## config.mk

```make
export PLATFORM = sky130hd
export DESIGN_NAME = vigna_bus_arbiter_flat
export DESIGN_NICKNAME = d
export VERILOG_FILES = /design/src/rtl/vigna_bus_arbiter_if.sv /design/src/rtl/vigna_bus_arbiter.sv /design/src/flat_wrapper.sv
export SDC_FILE = /design/constraint.sdc
export NUM_CORES = 1
export LEC_CHECK = 0
export BUFFER_PORTS_ARGS = -buffer_cell sky130_fd_sc_hd__buf_2
export CORE_MARGIN = 10
export CORE_UTILIZATION = 43
export CTS_CLUSTER_DIAMETER = 120
export DETAILED_ROUTE_END_ITERATION = 8
export PLACE_DENSITY = 0.93
export SETUP_SLACK_MARGIN = 0.05
export SYNTH_ARGS = -nofsm -noshare
export SYNTH_HDL_FRONTEND = slang
export SYNTH_SLANG_ARGS = --single-unit
export TNS_END_PERCENT = 5
```

## constraint.sdc

```tcl
create_clock -name clk -period 2.7 [get_ports clk]
set_clock_uncertainty 0.1 [all_clocks]
set_input_delay 0.27 -clock clk [delete_from_list [all_inputs] [get_ports clk]]
set_output_delay 0.27 -clock clk [all_outputs]
set_load 0.05 [all_outputs]
```

## src/rtl/vigna_bus_arbiter_if.sv

```systemverilog
// Bundles the instruction, data and memory-side handshake signals of the vigna bus arbiter.
// The master modport is the arbiter's view; the slave modport is the view of the core and memory around it.
interface vigna_bus_arbiter_if;
   logic        i_valid;
   logic        i_ready;
   logic [31:0] i_addr;
   logic [31:0] i_rdata;
   logic        d_valid;
   logic        d_ready;
   logic [31:0] d_addr;
   logic [31:0] d_wdata;
   logic [3:0]  d_wstrb;
   logic [31:0] d_rdata;
   logic        mem_valid;
   logic        mem_ready;
   logic [31:0] mem_addr;
   logic [31:0] mem_wdata;
   logic [3:0]  mem_wstrb;
   logic [31:0] mem_rdata;

   modport master (
      input  i_valid, i_addr, d_valid, d_addr, d_wdata, d_wstrb, mem_ready, mem_rdata,
      output i_ready, i_rdata, d_ready, d_rdata, mem_valid, mem_addr, mem_wdata, mem_wstrb
   );

   modport slave (
      output i_valid, i_addr, d_valid, d_addr, d_wdata, d_wstrb, mem_ready, mem_rdata,
      input  i_ready, i_rdata, d_ready, d_rdata, mem_valid, mem_addr, mem_wdata, mem_wstrb
   );
endinterface

```

## src/rtl/vigna_bus_arbiter.sv

```systemverilog
// Shares one memory port between the vigna instruction and data ports, one transfer at a time,
// with an optional watchdog that aborts stalled transfers and raises a sticky bus error.
module vigna_bus_arbiter #(
   parameter int ROUND_ROBIN = 1,
   parameter int TIMEOUT     = 0,
   parameter int CNT_W       = 8
) (
   input  logic                clk,
   input  logic                resetn,
   vigna_bus_arbiter_if.master bus,
   output logic                bus_err,
   input  logic                err_clr
);

   typedef enum logic [1:0] {IDLE, I_BUSY, D_BUSY} state_t;

   localparam logic [CNT_W-1:0] TO_LAST = CNT_W'((TIMEOUT == 0) ? 0 : TIMEOUT - 1);

   state_t            state_q, state_d;
   logic              last_d_q, last_d_d;
   logic [CNT_W-1:0]  cnt_q, cnt_d;
   logic              valid_q, valid_d;
   logic [31:0]       addr_q, addr_d;
   logic [31:0]       wdata_q, wdata_d;
   logic [3:0]        wstrb_q, wstrb_d;
   logic              err_q, err_d;

   logic busy, abort, done, grant_d, grant_i;
   logic [31:0] rdata;

   always_comb begin
      state_d  = state_q;
      last_d_d = last_d_q;
      cnt_d    = cnt_q;
      valid_d  = valid_q;
      addr_d   = addr_q;
      wdata_d  = wdata_q;
      wstrb_d  = wstrb_q;
      err_d    = err_q;

      busy  = (state_q != IDLE);
      abort = (TIMEOUT != 0) && busy && (cnt_q == TO_LAST) && !bus.mem_ready;
      done  = busy && (bus.mem_ready || abort);
      // Round robin hands a tie to whichever port was not served last.
      grant_d = bus.d_valid && (!bus.i_valid || (ROUND_ROBIN == 0) || !last_d_q);
      grant_i = bus.i_valid && !grant_d;

      case (state_q)
         IDLE: begin
            if (grant_d) begin
               state_d  = D_BUSY;
               addr_d   = bus.d_addr;
               wdata_d  = bus.d_wdata;
               wstrb_d  = bus.d_wstrb;
               valid_d  = 1'b1;
               last_d_d = 1'b1;
               cnt_d    = '0;
            end else if (grant_i) begin
               state_d  = I_BUSY;
               addr_d   = bus.i_addr;
               wdata_d  = 32'h0;
               wstrb_d  = 4'h0;
               valid_d  = 1'b1;
               last_d_d = 1'b0;
               cnt_d    = '0;
            end
         end
         I_BUSY, D_BUSY: begin
            if (done) begin
               state_d = IDLE;
               valid_d = 1'b0;
            end else if (cnt_q != '1) begin
               cnt_d = cnt_q + 1'b1;
            end
         end
         default: state_d = IDLE;
      endcase

      // An abort in the same cycle as a clear must leave the error set.
      if (abort)        err_d = 1'b1;
      else if (err_clr) err_d = 1'b0;

      rdata = (busy && bus.mem_ready) ? bus.mem_rdata : 32'h0;
   end

   always_ff @(posedge clk or negedge resetn) begin
      if (!resetn) begin
         state_q  <= IDLE;
         last_d_q <= 1'b0;
         cnt_q    <= '0;
         valid_q  <= 1'b0;
         addr_q   <= 32'h0;
         wdata_q  <= 32'h0;
         wstrb_q  <= 4'h0;
         err_q    <= 1'b0;
      end else begin
         state_q  <= state_d;
         last_d_q <= last_d_d;
         cnt_q    <= cnt_d;
         valid_q  <= valid_d;
         addr_q   <= addr_d;
         wdata_q  <= wdata_d;
         wstrb_q  <= wstrb_d;
         err_q    <= err_d;
      end
   end

   assign bus.i_ready   = (state_q == I_BUSY) && done;
   assign bus.d_ready   = (state_q == D_BUSY) && done;
   assign bus.i_rdata   = rdata;
   assign bus.d_rdata   = rdata;
   assign bus.mem_valid = valid_q;
   assign bus.mem_addr  = addr_q;
   assign bus.mem_wdata = wdata_q;
   assign bus.mem_wstrb = wstrb_q;
   assign bus_err       = err_q;

endmodule
```

## src/flat_wrapper.sv

```systemverilog
// flat-port wrapper written by rule: the top's interface ports become plain ports
module vigna_bus_arbiter_flat 
#(
   parameter int ROUND_ROBIN = 1,
   parameter int TIMEOUT     = 0,
   parameter int CNT_W       = 8
)
  (clk, resetn, bus_err, err_clr, bus_i_valid, bus_i_addr, bus_d_valid, bus_d_addr, bus_d_wdata, bus_d_wstrb, bus_mem_ready, bus_mem_rdata, bus_i_ready, bus_i_rdata, bus_d_ready, bus_d_rdata, bus_mem_valid, bus_mem_addr, bus_mem_wdata, bus_mem_wstrb);
  vigna_bus_arbiter_if bus_i ();
  input  logic clk;
  input  logic resetn;
  output logic bus_err;
  input  logic err_clr;
  input wire logic [$bits(bus_i.i_valid)-1:0] bus_i_valid;
  input wire logic [$bits(bus_i.i_addr)-1:0] bus_i_addr;
  input wire logic [$bits(bus_i.d_valid)-1:0] bus_d_valid;
  input wire logic [$bits(bus_i.d_addr)-1:0] bus_d_addr;
  input wire logic [$bits(bus_i.d_wdata)-1:0] bus_d_wdata;
  input wire logic [$bits(bus_i.d_wstrb)-1:0] bus_d_wstrb;
  input wire logic [$bits(bus_i.mem_ready)-1:0] bus_mem_ready;
  input wire logic [$bits(bus_i.mem_rdata)-1:0] bus_mem_rdata;
  output wire logic [$bits(bus_i.i_ready)-1:0] bus_i_ready;
  output wire logic [$bits(bus_i.i_rdata)-1:0] bus_i_rdata;
  output wire logic [$bits(bus_i.d_ready)-1:0] bus_d_ready;
  output wire logic [$bits(bus_i.d_rdata)-1:0] bus_d_rdata;
  output wire logic [$bits(bus_i.mem_valid)-1:0] bus_mem_valid;
  output wire logic [$bits(bus_i.mem_addr)-1:0] bus_mem_addr;
  output wire logic [$bits(bus_i.mem_wdata)-1:0] bus_mem_wdata;
  output wire logic [$bits(bus_i.mem_wstrb)-1:0] bus_mem_wstrb;
  assign bus_i.i_valid = bus_i_valid;
  assign bus_i.i_addr = bus_i_addr;
  assign bus_i.d_valid = bus_d_valid;
  assign bus_i.d_addr = bus_d_addr;
  assign bus_i.d_wdata = bus_d_wdata;
  assign bus_i.d_wstrb = bus_d_wstrb;
  assign bus_i.mem_ready = bus_mem_ready;
  assign bus_i.mem_rdata = bus_mem_rdata;
  assign bus_i_ready = bus_i.i_ready;
  assign bus_i_rdata = bus_i.i_rdata;
  assign bus_d_ready = bus_i.d_ready;
  assign bus_d_rdata = bus_i.d_rdata;
  assign bus_mem_valid = bus_i.mem_valid;
  assign bus_mem_addr = bus_i.mem_addr;
  assign bus_mem_wdata = bus_i.mem_wdata;
  assign bus_mem_wstrb = bus_i.mem_wstrb;
  vigna_bus_arbiter #(.ROUND_ROBIN(ROUND_ROBIN), .TIMEOUT(TIMEOUT), .CNT_W(CNT_W)) u_core (.clk(clk), .resetn(resetn), .bus(bus_i), .bus_err(bus_err), .err_clr(err_clr));
endmodule
```

==> results of run 1 <==
## final cells by class
cell class	count	area [um^2]	share of cell area [%]
Sequential cell	72	1802	37.06
Timing Repair Buffer	279	1431	29.44
Multi-Input combinational cell	218	1269	26.09
Clock buffer	10	127.6	2.625
Tap cell	102	127.6	2.625
Clock inverter	6	92.59	1.904
Inverter	2	7.507	0.1544
Antenna cell	2	5.005	0.1029
## routing by layer
metal  track usage [%]  up-vias  routed length, um
met1             19.32     1638               4168
li1                  -     1616                  -
met3             7.256       27               1303
met5                 0        -                  0
met2             37.99      181               6961
met4             7.621        0                361
## worst max-delay path, delay by kind of cell, from the launching register on
kind	cells	cell delay [ps]
DFF	1	370
adders and majority gates	1	300
buffers and inverters	3	620
and+or+nand+nor	2	350
## state kept, by name, indices dropped and copies added, names as in the netlist
| signal | cells |
|---|---|
| u_core.bus.mem_addr | 32 |
| u_core.bus.mem_valid | 1 |
| u_core.bus.mem_wdata | 32 |
| u_core.bus.mem_wstrb | 4 |
| u_core.last_d_q | 1 |
| u_core.state_q | 2 |
## synthesized netlist by cell type, types with 2 or more instances
cell	number
dfrtp_1	72
a21oi_1	65
a22o_1	36
and2_1	35
buf_4	34
nor2_1	33
nand2_1	32
buf_2	11
clkbuf_1	8
ha_1	4
buf_6	3
inv_1	2
o32ai_1	2
## worst paths after layout
path | start | end | slack, ps | cells past startpoint
worst max-delay path | u_core.state_q[0] | bus_i_rdata[30] | 350 | 6
min in group asynchronous | resetn | u_core.bus.mem_wdata[4] | 500 | 2
worst min register to register | u_core.bus.mem_wdata[8] | u_core.bus.mem_wdata[8] | 400 | 1
worst max register to register | u_core.state_q[0] | u_core.bus.mem_addr[20] | 660 | 6
worst min-delay path | bus_d_wdata[3] | u_core.bus.mem_wdata[3] | 50 | 2
max in group asynchronous | resetn | u_core.state_q[1] | 1320 | 3
## cells by family after synthesis
kind of cell | Yosys count | share of synthesized area [%]
compound gates | 111 | 21.23
fa+ha+maj | 4 | 1.451
buf+inv | 59 | 11.18
flops | 72 | 52.25
other cells | 1 | 0.1087
simple gates | 102 | 13.79
## power by group
group          total (mW)  internal, mW  switching, mW
registers            1.90          1.61          0.285
clock network       0.938         0.526          0.413
logic                4.87          1.13           3.74
==> results.cfg, run 1 <==
[synthesis]
synthCells = 349
yosysWarnings = 0
synth_top_flop_cell = dfrtp_1
synthTopCellsByArea = dfrtp_1 (52%), a21oi_1 (9.4%), a22o_1 (9.1%)
synth_top_area_cell = dfrtp_1
async_flop_share_pct = 100.0
ys_seq_area_share_pct = 52.25
yosysTopAreaCellShare_pct = 52.25
synth_seq_cells = 72
synthDistinctLibCells = 25
syn_avg_cell_area_um2 = 9.881
syn_nets = 491
synth_enable_flop_cells = 0
syn_area_um2 = 3448

[critical_path]
crit_path_end_kind = output pin
slowest_delay_ps = 370
slowest_stage = dfrtp_1
required_ps = 2330
path_cells = inv_1 > ha_1 > nor2b_1 > buf_4 > and2_1 > buf_2
arrival_ps = 1980
crit_type = flip-flop to output pin
worstPathMaxFanout = 34
cp-start-kind = flip-flop

[floorplan]
fp.dieW_um = 109.6
rows = 32
fp.coreArea_um2 = 7767
io_pins = 274
die_h_um = 109.6
dieArea_um2 = 12000
start_util_pct = 44.39

[sta]
grt_setup_unrepaired = no
max_freq_mhz = 425.2
setup_tns_ps = 0
maxSlewViolCount = 0
hold-worst-slack_ps = 48.88
hold_viol = 0
max_slew_margin_pct = 38.90
period_share_pct = 87.11
final.min_clock_period_ps = 2352
setup_viol_count_final = 0
tightest_slew_ps = 913.1
fin_ws_ps = 348.0

[route]
drc = 0
wl_per_cell_um = 18.52
via_count = 3462
viasPerCell = 5.010
routed_wl_mm = 12.79
drt_iter0_drc = 160
final_antenna_net_count = 0
dr.pass1.iters = 4

[place]
dpl.hpwl_mm = 10.43
gp_congestion = 0.8907
post-place-ws_ps = 623.9
placed_area_um2 = 4627
portBuffers = 271
dp_cells = 672

[grt]
antenna_found_initial = 0
grt_max_degree = 38
grt_pass1_wl_mm = 18.86
grt_pass1_vias = 3629
grt.overflow.total = 0
track_usage_pct = 20.06

[pwr]
power_mw = 7.707
leakage_nw = 2.757
powerDensity_nw_per_um2 = 1585
ir_worst_vdd_mv = 0.9075

[clock_network]
cts.repair.resized = 0
tritoncts = yes
cts_hold_buf = 1
clockBufferDepth = 2
cts_max_level = 3
clkLatencyLatePin_ps = 320
clockRootBuffer = clkbuf_8
cts-buffers-inserted = 9
clk_pin_slew_worst_paths_ps = 80
post_cts_buffers = 0
cts_sinks = 72

[finish]
syn2layout_area_growth_pct = 41.00
final_common_cell = buf_2
final_layout_size_suffix_gt1_share_pct = 50.43
fillers = 667
final_cell_mix = buf_2 (271), dfrtp_1 (72), a21oi_1 (65), a22o_1 (36), and2_1 (35)
finalInstanceArea_um2 = 4862
finalNonFillerCells = 691
final_core_util_pct = 62.60
fin_nets = 724

[hold_path]
hold_path.class = input port to flip-flop

[job]
drv_cap = 0

[outcome]
status = finished, final reports clean
(Power assumes the default switching activity.)
==> run 2: changes to the inputs <==
--- a/config.mk
+++ b/config.mk
@@ -7,10 +7,10 @@
 export LEC_CHECK = 0
 export BUFFER_PORTS_ARGS = -buffer_cell sky130_fd_sc_hd__buf_2
 export CORE_MARGIN = 10
-export CORE_UTILIZATION = 43
+export CORE_UTILIZATION = 36
 export CTS_CLUSTER_DIAMETER = 120
 export DETAILED_ROUTE_END_ITERATION = 8
-export PLACE_DENSITY = 0.93
+export PLACE_DENSITY = 0.81
 export SETUP_SLACK_MARGIN = 0.05
 export SYNTH_ARGS = -nofsm -noshare
 export SYNTH_HDL_FRONTEND = slang
==> run 2 against run 1 <==
  * Combinational power is essentially flat
  * Sequential share of layout area shrank 0.16 points
  * Die area grew 16%
  * Register-to-register slack gained 30 ps
  * Worst hold slack lost 13 ps
  * Maximum frequency shrank 0.37%
  * Power grew 0.45%
  * Worst setup slack lost 8.6 ps
  * Critical endpoint is now bus_d_rdata[28]
  * Largest cell class unchanged
  * Largest power group unchanged
  * Highest routed layer unchanged
==> results.cfg, run 2 (synthesized netlist as in run 1, its figures left out) <==
[finish]
fillers = 899
syn2layout_area_growth_pct = 41.62
finalInstanceArea_um2 = 4883
final_layout_size_suffix_gt1_share_pct = 50.51
final_cell_mix = buf_2 (271), dfrtp_1 (72), a21oi_1 (65), a22o_1 (36), and2_1 (35)
fin_nets = 725
final_common_cell = buf_2
antenna_cells = 0

[route]
wl_met1_mm = 4.654
via_count = 3406
wl_per_cell_um = 18.44
drt_iter0_drc = 187
dr.pass1.iters = 4
drc = 0
routed_wl_mm = 13.22
wl_met3_mm = 1.355
highest_layer = met4
viasPerCell = 4.750
final_antenna_net_count = 0
wl_met2_mm = 6.940

[pwr]
p_clk_share_pct = 12.4
sw_frac_of_total_pct = 57.70
leakage_nw = 2.761
p_int_mw = 3.275
powerDensity_nw_per_um2 = 1585
p_seq_share_pct = 24.6
combPwrFrac_pct = 63.0
power.net_switching_mw = 4.467
ir_worst_vdd_mv = 0.6516

[clock_network]
cts_max_level = 3
cts-buffers-inserted = 9
clockRootBuffer = clkbuf_8
clk_pin_slew_worst_paths_ps = 90
cts_sinks = 72
tritoncts = yes
clockBufferDepth = 2
clkLatencyLatePin_ps = 330
cts.repair.resized = 0

[job]
drv_cap = 0

[floorplan]
die_h_um = 117.9
fp.dieW_um = 117.9
io_pins = 274
dieArea_um2 = 13890
fp.coreArea_um2 = 9284
rows = 35
start_util_pct = 37.14

[critical_path]
required_ps = 2330
arrival_ps = 1990
slowest_delay_ps = 380
r2r_slack_ps = 690
crit_path_end_kind = output pin
slowest_stage = dfrtp_1
worstPathMaxFanout = 34
path_cells = inv_1 > ha_1 > nor2b_1 > buf_4 > and2_1 > buf_2
cp-start-kind = flip-flop
crit_type = flip-flop to output pin

[sta]
tightest_slew_ps = 1120
max_slew_margin_pct = 25.04
hold_viol = 0
grt_setup_unrepaired = no
period_share_pct = 87.43
max_freq_mhz = 423.6
setup_viol_count_final = 0
final.min_clock_period_ps = 2361
setup_tns_ps = 0
maxSlewViolCount = 0

[place]
gp_congestion = 0.7831
dpl.hpwl_mm = 10.69
portBuffers = 271
placed_area_um2 = 4656

[grt]
track_usage_pct = 18.18
grt_max_degree = 44
grt.overflow.total = 0
grt_pass1_wl_mm = 20.55
antenna_found_initial = 0
grt_pass1_vias = 3650

[hold_path]
hold_path.class = input port to flip-flop

[outcome]
status = finished, final reports clean
==> run 2: cell count changes in the layout (fill, tap and decap cells not counted), sizes merged <==
cell      delta
diode        -2
buf          +1
clkinvlp     -1
inv          +1
==> run 2: power by group through the flow <==
stage / Sequential (mW) / Combinational (mW) / Clock, mW
final: 1.90 / 4.88 / 0.960
after floorplan: 3.69 / 2.03 / 0
after global placement: 1.88 / 4.85 / 0
after CTS: 1.90 / 4.94 / 0.991
after detailed placement: 1.92 / 4.93 / 0
after global routing: 1.96 / 5.16 / 1.03
==> run 2: final timing paths <==
kind | start | to | depth (start not counted)
worst max-delay path | u_core.state_q[0] | bus_d_rdata[28] | 6
worst min-delay path | bus_d_wdata[24] | u_core.bus.mem_wdata[24] | 2
worst max register to register | u_core.state_q[0] | u_core.bus.mem_addr[11] | 6
worst min register to register | u_core.bus.mem_wdata[19] | u_core.bus.mem_wdata[19] | 1
max in group asynchronous | resetn | u_core.bus.mem_addr[28] | 3
min in group asynchronous | resetn | u_core.bus.mem_wstrb[2] | 2
==> run 2: per-stage QoR <==
stage / hold WS, ps / cells / setup WS [ps] / utilization [%] / power (mW)
finish: 35.82 / 717 / 339.3 / 52.60 / 7.742
global route: 22.02 / 717 / 139.3 / 52.60 / 8.159
floorplan: -125.6 / 349 / 415.4 / - / 5.728
CTS: 19.28 / 717 / 289.7 / 52.60 / 7.838
detailed placement: 243.5 / 700 / 554.0 / 50.15 / 6.851
global placement: 232.3 / 700 / 655.6 / 50.15 / 6.733
==> run 2: final cells by class <==
type,instances,area [um^2],share of cell area [%]
Clock inverter,6,90.09,1.845
Inverter,2,7.507,0.1537
Tap cell,129,161.4,3.305
Timing Repair Buffer,280,1426,29.21
Clock buffer,10,127.6,2.613
Sequential cell,72,1802,36.89
Multi-Input combinational cell,218,1269,25.98
==> run 2: critical path: cells and delay by family, from the launching register on <==
kind / cells / cell delay (ps)
fa+ha+maj: 1 / 310
buf+inv: 3 / 620
flops: 1 / 380
simple gates: 2 / 350
==> run 2: per-layer routing <==
| layer | track usage (%) | vias to the layer above |
|---|---|---|
| li1 | - | 1619 |
| met1 | 17.89 | 1584 |
| met2 | 33.50 | 184 |
| met3 | 8.010 | 19 |
| met4 | 5.332 | 0 |
| met5 | 0 | - |
==> run 2: repair_timing <==
action                                  CTS  global route
endpoints found under the setup margin    0             0
buffers inserted                          0             0
hold buffers                              1             0
hold endpoints to repair                 28             0
